`src/rtl/input_debouncer_pkg.sv`:
```
// rtl/input_debouncer_pkg.sv - shared state encoding and default sizing for the input debouncer
package input_debouncer_pkg;

  localparam int SYNC_STAGES_DEF     = 2;
  localparam int DEBOUNCE_CYCLES_DEF = 4;

  typedef enum logic [1:0] {
    STABLE_LO,
    CHECK_HI,
    STABLE_HI,
    CHECK_LO
  } state_t;

endpackage

```
`src/rtl/input_debouncer_sync_chain.sv`:
```
// rtl/input_debouncer_sync_chain.sv - reset-to-zero flop chain bringing the raw input into clk_i
module sync_chain #(
  parameter int STAGES = 2
) (
  input  logic clk_i,
  input  logic reset_i,
  input  logic d_i,
  output logic q_o
);

  logic [STAGES-1:0] chain;

  always_ff @(posedge clk_i) begin
    if (reset_i) begin
      chain <= '0;
    end else begin
      chain <= {chain[STAGES-2:0], d_i};
    end
  end

  assign q_o = chain[STAGES-1];

endmodule

```
`src/rtl/input_debouncer.sv`:
```
// rtl/input_debouncer.sv - synchronise and debounce a bouncy input; edge pulses only when
// INPUT_DEBOUNCER_EDGE_EN is defined, otherwise rise_o/fall_o are tied low
module input_debouncer
  import input_debouncer_pkg::*;
#(
  parameter int SYNC_STAGES     = SYNC_STAGES_DEF,
  parameter int DEBOUNCE_CYCLES = DEBOUNCE_CYCLES_DEF
) (
  input  logic clk_i,
  input  logic reset_i,
  input  logic raw_i,
  output logic level_o,
  output logic rise_o,
  output logic fall_o
);

  localparam int CNT_W = $clog2(DEBOUNCE_CYCLES + 1);
  localparam logic [CNT_W-1:0] CNT_LAST = CNT_W'(DEBOUNCE_CYCLES - 1);
  localparam logic [CNT_W-1:0] CNT_ONE  = CNT_W'(1);

  logic             s;
  state_t           state;
  logic [CNT_W-1:0] cnt;
  logic             level;
  logic             go_hi;
  logic             go_lo;

  sync_chain #(.STAGES(SYNC_STAGES)) u_sync (
    .clk_i   (clk_i),
    .reset_i (reset_i),
    .d_i     (raw_i),
    .q_o     (s)
  );

  // A single-cycle debounce skips the CHECK states and accepts straight from STABLE.
  always_comb begin
    go_hi = 1'b0;
    go_lo = 1'b0;
    if (DEBOUNCE_CYCLES == 1) begin
      go_hi = (state == STABLE_LO) && s;
      go_lo = (state == STABLE_HI) && !s;
    end else begin
      go_hi = (state == CHECK_HI) && s && (cnt == CNT_LAST);
      go_lo = (state == CHECK_LO) && !s && (cnt == CNT_LAST);
    end
  end

  always_ff @(posedge clk_i) begin
    if (reset_i) begin
      state <= STABLE_LO;
      cnt   <= '0;
      level <= 1'b0;
    end else begin
      case (state)
        STABLE_LO: begin
          if (go_hi) begin
            state <= STABLE_HI;
            level <= 1'b1;
          end else if (s) begin
            state <= CHECK_HI;
            cnt   <= CNT_ONE;
          end
        end
        CHECK_HI: begin
          if (go_hi) begin
            state <= STABLE_HI;
            cnt   <= '0;
            level <= 1'b1;
          end else if (s) begin
            cnt <= cnt + CNT_ONE;
          end else begin
            state <= STABLE_LO;
            cnt   <= '0;
          end
        end
        STABLE_HI: begin
          if (go_lo) begin
            state <= STABLE_LO;
            level <= 1'b0;
          end else if (!s) begin
            state <= CHECK_LO;
            cnt   <= CNT_ONE;
          end
        end
        CHECK_LO: begin
          if (go_lo) begin
            state <= STABLE_LO;
            cnt   <= '0;
            level <= 1'b0;
          end else if (!s) begin
            cnt <= cnt + CNT_ONE;
          end else begin
            state <= STABLE_HI;
            cnt   <= '0;
          end
        end
        default: begin
          state <= STABLE_LO;
          cnt   <= '0;
          level <= 1'b0;
        end
      endcase
    end
  end

  assign level_o = level;

`ifdef INPUT_DEBOUNCER_EDGE_EN
  logic rise_q;
  logic fall_q;

  // Pulses load on the same edge as level, so they line up with its first new-value cycle.
  always_ff @(posedge clk_i) begin
    if (reset_i) begin
      rise_q <= 1'b0;
      fall_q <= 1'b0;
    end else begin
      rise_q <= go_hi;
      fall_q <= go_lo;
    end
  end

  assign rise_o = rise_q;
  assign fall_o = fall_q;
`else
  assign rise_o = 1'b0;
  assign fall_o = 1'b0;
`endif

endmodule

```
`config.mk`:
```
export PLATFORM = sky130hd
export DESIGN_NAME = input_debouncer
export DESIGN_NICKNAME = d
export VERILOG_FILES = /design/src/rtl/input_debouncer_pkg.sv /design/src/rtl/input_debouncer_sync_chain.sv /design/src/rtl/input_debouncer.sv
export SDC_FILE = /design/constraint.sdc
export NUM_CORES = 1
export LEC_CHECK = 0
export ABC_AREA = 0
export CAP_MARGIN = 20
export CORE_AREA = 2 2 39 41
export CTS_BUF_LIST = sky130_fd_sc_hd__clkbuf_8
export CTS_CLUSTER_DIAMETER = 60
export CTS_CLUSTER_SIZE = 20
export DETAILED_ROUTE_END_ITERATION = 8
export DIE_AREA = 0 0 41 43
export PLACE_DENSITY = 0.52
export REMOVE_ABC_BUFFERS = 1
export SKIP_CTS_REPAIR_TIMING = 1
export SLEW_MARGIN = 20
export SYNTH_ARGS = -nofsm -noshare
export SYNTH_HDL_FRONTEND = slang
export SYNTH_SLANG_ARGS = --single-unit
```
`constraint.sdc`:
```
create_clock -name clk_i -period 3.47 [get_ports clk_i]
set_input_delay 0.347 -clock clk_i [delete_from_list [all_inputs] [get_ports clk_i]]
set_output_delay 0.347 -clock clk_i [all_outputs]
set_load 0.02 [all_outputs]
```
==> results of run 1 <==
## stage by stage
stage,instances,setup slack (ps)
after global routing,58,1910
final,58,1968
after floorplan,36,2060
after detailed placement,55,1991
after global placement,55,2000
after CTS,58,1954
## final timing paths
check                        startpoint                         end  cells past startpoint
max                level_o$_SDFFE_PP0P_                     level_o                      1
min          u_sync.chain[0]$_SDFF_PP0_  u_sync.chain[1]$_SDFF_PP0_                      1
max reg2reg         cnt[0]$_SDFFE_PP0P_         cnt[2]$_SDFFE_PP0P_                      4
min reg2reg  u_sync.chain[0]$_SDFF_PP0_  u_sync.chain[1]$_SDFF_PP0_                      1
## metal layers
layer / global-route usage / share of wire / vias up
li1: - / - / 132
met1: 0.1111 / 0.49 / 116
met2: 0.09063 / 0.44 / 3
met3: 0.03141 / 0.037 / 2
met4: 0.1000 / 0.022 / 0
met5: 0 / 0 / -
## logic make-up (layout without fill, tap and decap cells)
logic type	after synthesis	in the layout	synth area share
AO/OA/AOI/OAI	7	7	0.1200
XOR/XNOR	2	2	0.05092
adder cells (fa/ha/maj)	2	2	0.07272
buffers and inverters	4	8	0.06545
flip-flops	8	8	0.4654
other	1	2	0.01090
AND/OR/NAND/NOR	13	13	0.2145
## state kept, by name (all words and copies together), names as in the netlist
register and count:
state 2, u_sync.chain 2, cnt 3, level_o 1
## cell usage in the layout (no fill, tap or decap)
master | synthesis | routed
nand3b_1 | 1 | 1
nand4b_1 | 1 | 1
nor2_1 | 2 | 2
nor3_1 | 1 | 1
a21oi_1 | 4 | 4
clkbuf_8 | 0 | 3
nand3_1 | 1 | 1
nand2_1 | 3 | 3
ha_1 | 2 | 2
conb_1 | 1 | 2
dfxtp_1 | 8 | 8
or4b_1 | 1 | 1
inv_1 | 2 | 2
a21o_2 | 1 | 1
xor2_1 | 1 | 1
o21ai_0 | 1 | 1
xnor2_1 | 1 | 1
clkdlybuf4s50_1 | 0 | 3
nor2b_1 | 2 | 2
or3_1 | 1 | 1
o21a_1 | 1 | 1
## where the power goes
| group | leakage [nW] | internal [mW] | switching [mW] | total, mW |
|---|---|---|---|---|
| registers | 0.0652 | 0.0955 | 0.00223 | 0.0978 |
| logic | 0.0725 | 0.00709 | 0.00762 | 0.0147 |
| clock network | 0.0216 | 0.0750 | 0.0349 | 0.110 |
| total | 0.159 | 0.178 | 0.0447 | 0.222 |
## final cells by class
cell class	instances	area, sq um
inverter	2	7.507
fill	151	959.7
timing repair buffer	3	30.03
clock buffer	3	41.29
sequential	8	160.2
tap	16	20.02
multi-input combinational	26	165.2
==> metrics.txt, run 1 <==
EDFF count, synth=0; Placement Cell Area=382.9 sq um; Seq/Total Area, Yosys=0.4655; required time of the critical path=3120 ps; status=complete, no violations; crit-path cells=clkdlybuf4s50_1; Max-Cap Viols=0; Worst-Skew Late Latency=220 ps; worst hold slack=433.4 ps; syn_area_per_cell=9.299 sq um; post-route cell area=424.2 sq um; cts bufs inserted=3; clock skew=0.6342 ps; Yosys top cell by area=dfxtp_1; static leakage=0.1593 nW; Pre-Repair DR Iteration Count=2; Die W=41 um; grt ovf=0; CP bufs+invs=1; fin util=0.3065; RSZ-0062 raised after global routing=false; Synth area leaders=dfxtp_1 (47%), ha_1 (7.3%), a21oi_1 (5.8%), buf_4 (4.4%), nor2b_1 (3.6%); number of distinct library cells after synthesis=20; Slowest-stage cell, CP=clkdlybuf4s50_1; Power Total=222.4 uW; final setup fails=0; fin. max-slew vios=0; TritonCTS clock tree=yes; final hold violations=0; First DRT Iteration DRCs=1; top post-synthesis cells by count=dfxtp_1 (8), a21oi_1 (4), nand2_1 (3); Total Routing Usage GR=0.08476; Routed WL=538 um; family with the most delay on the worst path=buffers and inverters; top-count cell post-synth=dfxtp_1; number of top-level pins=6; fmax=665.6 MHz; asr flop ratio synth=0; RePlAce Congestion=0.6710; period utilization=0.4330; first-pass GRT wire length=931 um; Clk pin slew, worst setup/hold paths=40 ps; number of routed nets with antenna violations=0; CP endpoint kind=output port; worst min path class=flip-flop to flip-flop; final setup TNS=0 ps; power per cell area=524.3 nW/um^2; n_diodes=0; CP max stage delay=600 ps; residual DRC count=0; R2R Setup Slk=2010 ps; PortBufs=3; share of post-route cells with drive strength above 1=0.09524; Top FF cell, synth=dfxtp_1; WL per Instance=9.276 um; maximum VDD drop=201.3 uV; # H-tree levels=1; mapped cell area=344.1 sq um; CTS sink count=8; area grow syn2layout=23.27%; register bit count reported by yosys=8; Via-to-Cell Ratio=4.362; Max Root-Sink Buffers=2; largest net degree at the start of global routing=9; CP startpoint kind=flip-flop; vias in the first global route=223; CTS Root Cell=clkbuf_8; HPWL after DPL=379.5 um; Rows=14; top-area cell type share of the netlist area=0.4655; vias after detailed routing=253; worst-path maximum fanout=3; CP Class=flip-flop to output port; die footprint=1763 sq um; initial core utilization=0.2486; Critical Path AT=1160 ps; chip height=43 um; Gate Count Post-Synth=37; Net count, final=49; area of the core=1384 sq um; yosys warns=0; initial antenna violation count=0; Final Critical Period=1502 ps
Note: power is estimated with default switching activity, not from simulation.
==> run 2: changes to the inputs <==
==> constraint.sdc (replaced) <==
create_clock -name clk_i -period 1.6 [get_ports clk_i]
set_input_delay 0.16 -clock clk_i [delete_from_list [all_inputs] [get_ports clk_i]]
set_output_delay 0.16 -clock clk_i [all_outputs]
set_load 0.02 [all_outputs]
==> run 2 against run 1 <==
Against the previous run:
- via count decreased by 4.0%
- flip-flop and latch count unchanged
- utilization is the same
- largest cell class unchanged
- worst hold slack barely moved
- largest power group unchanged
- cell count stayed put
- critical endpoint is now cnt[2]$_SDFFE_PP0P_
- combinational power increased by 110%
- clock power increased by 110%
==> metrics.txt, run 2 (synthesis gave the netlist of run 1 again) <==
Slowest-stage cell, CP=or4b_1; RePlAce Congestion=0.7062 (+5.2%); n_diodes=0 (unchanged); CP endpoint kind=flip-flop; residual DRC count=0 (unchanged); Critical Path AT=1620 ps (+460 ps); CP max stage delay=520 ps (-80 ps); area of the core=1384 sq um (unchanged); family with the most delay on the worst path=simple AND/OR/NAND/NOR gates; R2R Setup Slk=130 ps (-1880 ps); period utilization=0.9186; Rows=14 (unchanged); vias in the first global route=238 (+6.7%); HPWL after DPL=372.8 um (-1.8%); Pre-Repair DR Iteration Count=3 (+1); RSZ-0062 raised after global routing=false; final setup fails=0 (unchanged); share of post-route cells with drive strength above 1=0.09524 (unchanged); Net Switching=91.82 uW (+110%); hold path startpoint=u_sync.chain[0]$_SDFF_PP0_; CP bufs+invs=0 (-1); most common cell after layout, fill and taps aside=dfxtp_1; worst min path class=flip-flop to flip-flop; # fillers=145 (-4.0%); fmax=680.4 MHz; CTS Root Cell=clkbuf_8; First DRT Iteration DRCs=1 (unchanged); die footprint=1763 sq um (unchanged); Clk pin slew, worst setup/hold paths=40 ps (about the same); Worst-Skew Late Latency=220 ps (about the same); crit-path cells=ha_1 > ha_1 > or4b_1 > a21oi_1; Reg with most FFs=cnt; switch share=0.1926 (-0.008561); maximum VDD drop=664.0 uV (+230%); grt ovf=0 (unchanged); Comb power frac=0.066 (about the same); worst hold path depth=1 (unchanged); first-pass GRT wire length=959 um (+3.0%); Flop pwr share=0.446 (+0.006); CP Class=flip-flop to flip-flop; Max Root-Sink Buffers=2 (unchanged); area grow syn2layout=23.27% (unchanged); static leakage=0.1593 nW (unchanged); fin. max-slew vios=0 (unchanged); final hold violations=0 (unchanged); max FFs per register=3 (unchanged); CTS sink count=8 (unchanged); vias after detailed routing=243 (-4.0%); reg2reg start=cnt[0]$_SDFFE_PP0P_; number of routed nets with antenna violations=0 (unchanged); initial core utilization=0.2486 (unchanged); Die W=41 um (unchanged); Pint=384.9 uW (+120%); status=complete, no violations; chip height=43 um (unchanged); Worst Hold End=u_sync.chain[1]$_SDFF_PP0_; fin util=0.3065 (unchanged); Worst R2R End=cnt[2]$_SDFFE_PP0P_; largest registers=cnt (3), state (2), u_sync.chain (2); Final Critical Period=1470 ps; power per cell area=1124 nW/um^2 (+110%); largest net degree at the start of global routing=9 (unchanged); setup ws final=130.3 ps (-1837 ps); TritonCTS clock tree=yes; Via-to-Cell Ratio=4.190 (-4.0%); Max-Cap Viols=0 (unchanged); CP startpoint kind=flip-flop; # H-tree levels=1 (unchanged); Crit path top cell by count=ha_1; clock network power share=0.488 (-0.006); Routed WL=502 um (-6.7%); required time of the critical path=1750 ps (-1370 ps); initial antenna violation count=0 (unchanged); pre-CTS WS=131.8 ps (-1860 ps); number of top-level pins=6 (unchanged); cts bufs inserted=3 (unchanged); most frequent cells in the layout=dfxtp_1 (8), a21oi_1 (4), nand2_1 (3), clkbuf_8 (3), clkdlybuf4s50_1 (3); R2R depth=4 (unchanged); final setup TNS=0 ps (unchanged); Total Routing Usage GR=0.08274 (-0.002018); WL per Instance=8.655 um (-6.7%); PortBufs=3 (unchanged); Net count, final=49 (unchanged); worst-path maximum fanout=5 (+2); clock skew=2.815 ps (+2.181 ps)
==> run 2: cell counts in the layout (fill, tap and decap cells not counted) <==
No cell type changed its count.
==> run 2: power by group through the flow <==
stage | logic, mW | registers [mW] | clock network [mW]
after detailed placement | 0.0318 | 0.216 | 0
after CTS | 0.0319 | 0.212 | 0.244
after global placement | 0.0318 | 0.216 | 0
after floorplan | 0.0154 | 0.218 | 0
final | 0.0314 | 0.212 | 0.233
after global routing | 0.0351 | 0.213 | 0.260
==> run 2: worst max path at each step <==
| stage | cells past startpoint | end | from |
|---|---|---|---|
| 4_1_cts | 4 | cnt[2]$_SDFFE_PP0P_ | cnt[0]$_SDFFE_PP0P_ |
| 6_report | 4 | cnt[2]$_SDFFE_PP0P_ | cnt[0]$_SDFFE_PP0P_ |
| 3_5_place_dp | 4 | cnt[2]$_SDFFE_PP0P_ | cnt[0]$_SDFFE_PP0P_ |
| 3_3_place_gp | 4 | cnt[2]$_SDFFE_PP0P_ | cnt[0]$_SDFFE_PP0P_ |
| 2_1_floorplan | 4 | cnt[2]$_SDFFE_PP0P_ | cnt[0]$_SDFFE_PP0P_ |
| 5_1_grt | 4 | cnt[2]$_SDFFE_PP0P_ | cnt[0]$_SDFFE_PP0P_ |
==> run 2: area by class of cell <==
cell class                      count  area, sq um  area share
Clock buffer                        3        41.29     0.09735
Inverter                            2        7.507     0.01770
Multi-Input combinational cell     26        165.2      0.3894
Sequential cell                     8        160.2      0.3776
Tap cell                           16        20.02     0.04720
Timing Repair Buffer                3        30.03     0.07080
==> run 2: worst reg2reg max path, delay by kind of cell, from the launching register on <==
kind                     cells  cell delay, ps
AND/OR/NAND/NOR              1             520
adder cells (fa/ha/maj)      2             430
AO/OA/AOI/OAI                1             120
flip-flops                   1             320
==> run 2: metal layers <==
layer	global-route usage	routed length (um)	vias up
met2	0.1063	232	5
li1	-	-	132
met5	0	0	-
met1	0.1078	246	106
met4	0.02000	0	0
met3	0.06283	22	0
==> run 2: through the flow <==
step           instance area, sq um  power, mW  cells  hold WS [ps]
3_5_place_dp                  382.9     0.2474     55         428.8
6_report                      424.2     0.4767     58         433.5
5_1_grt                       424.2     0.5079     58         457.5
2_1_floorplan                 332.8     0.2329     36         229.1
4_1_cts                       424.2     0.4887     58         441.7
3_3_place_gp                  382.9     0.2474     55         424.3
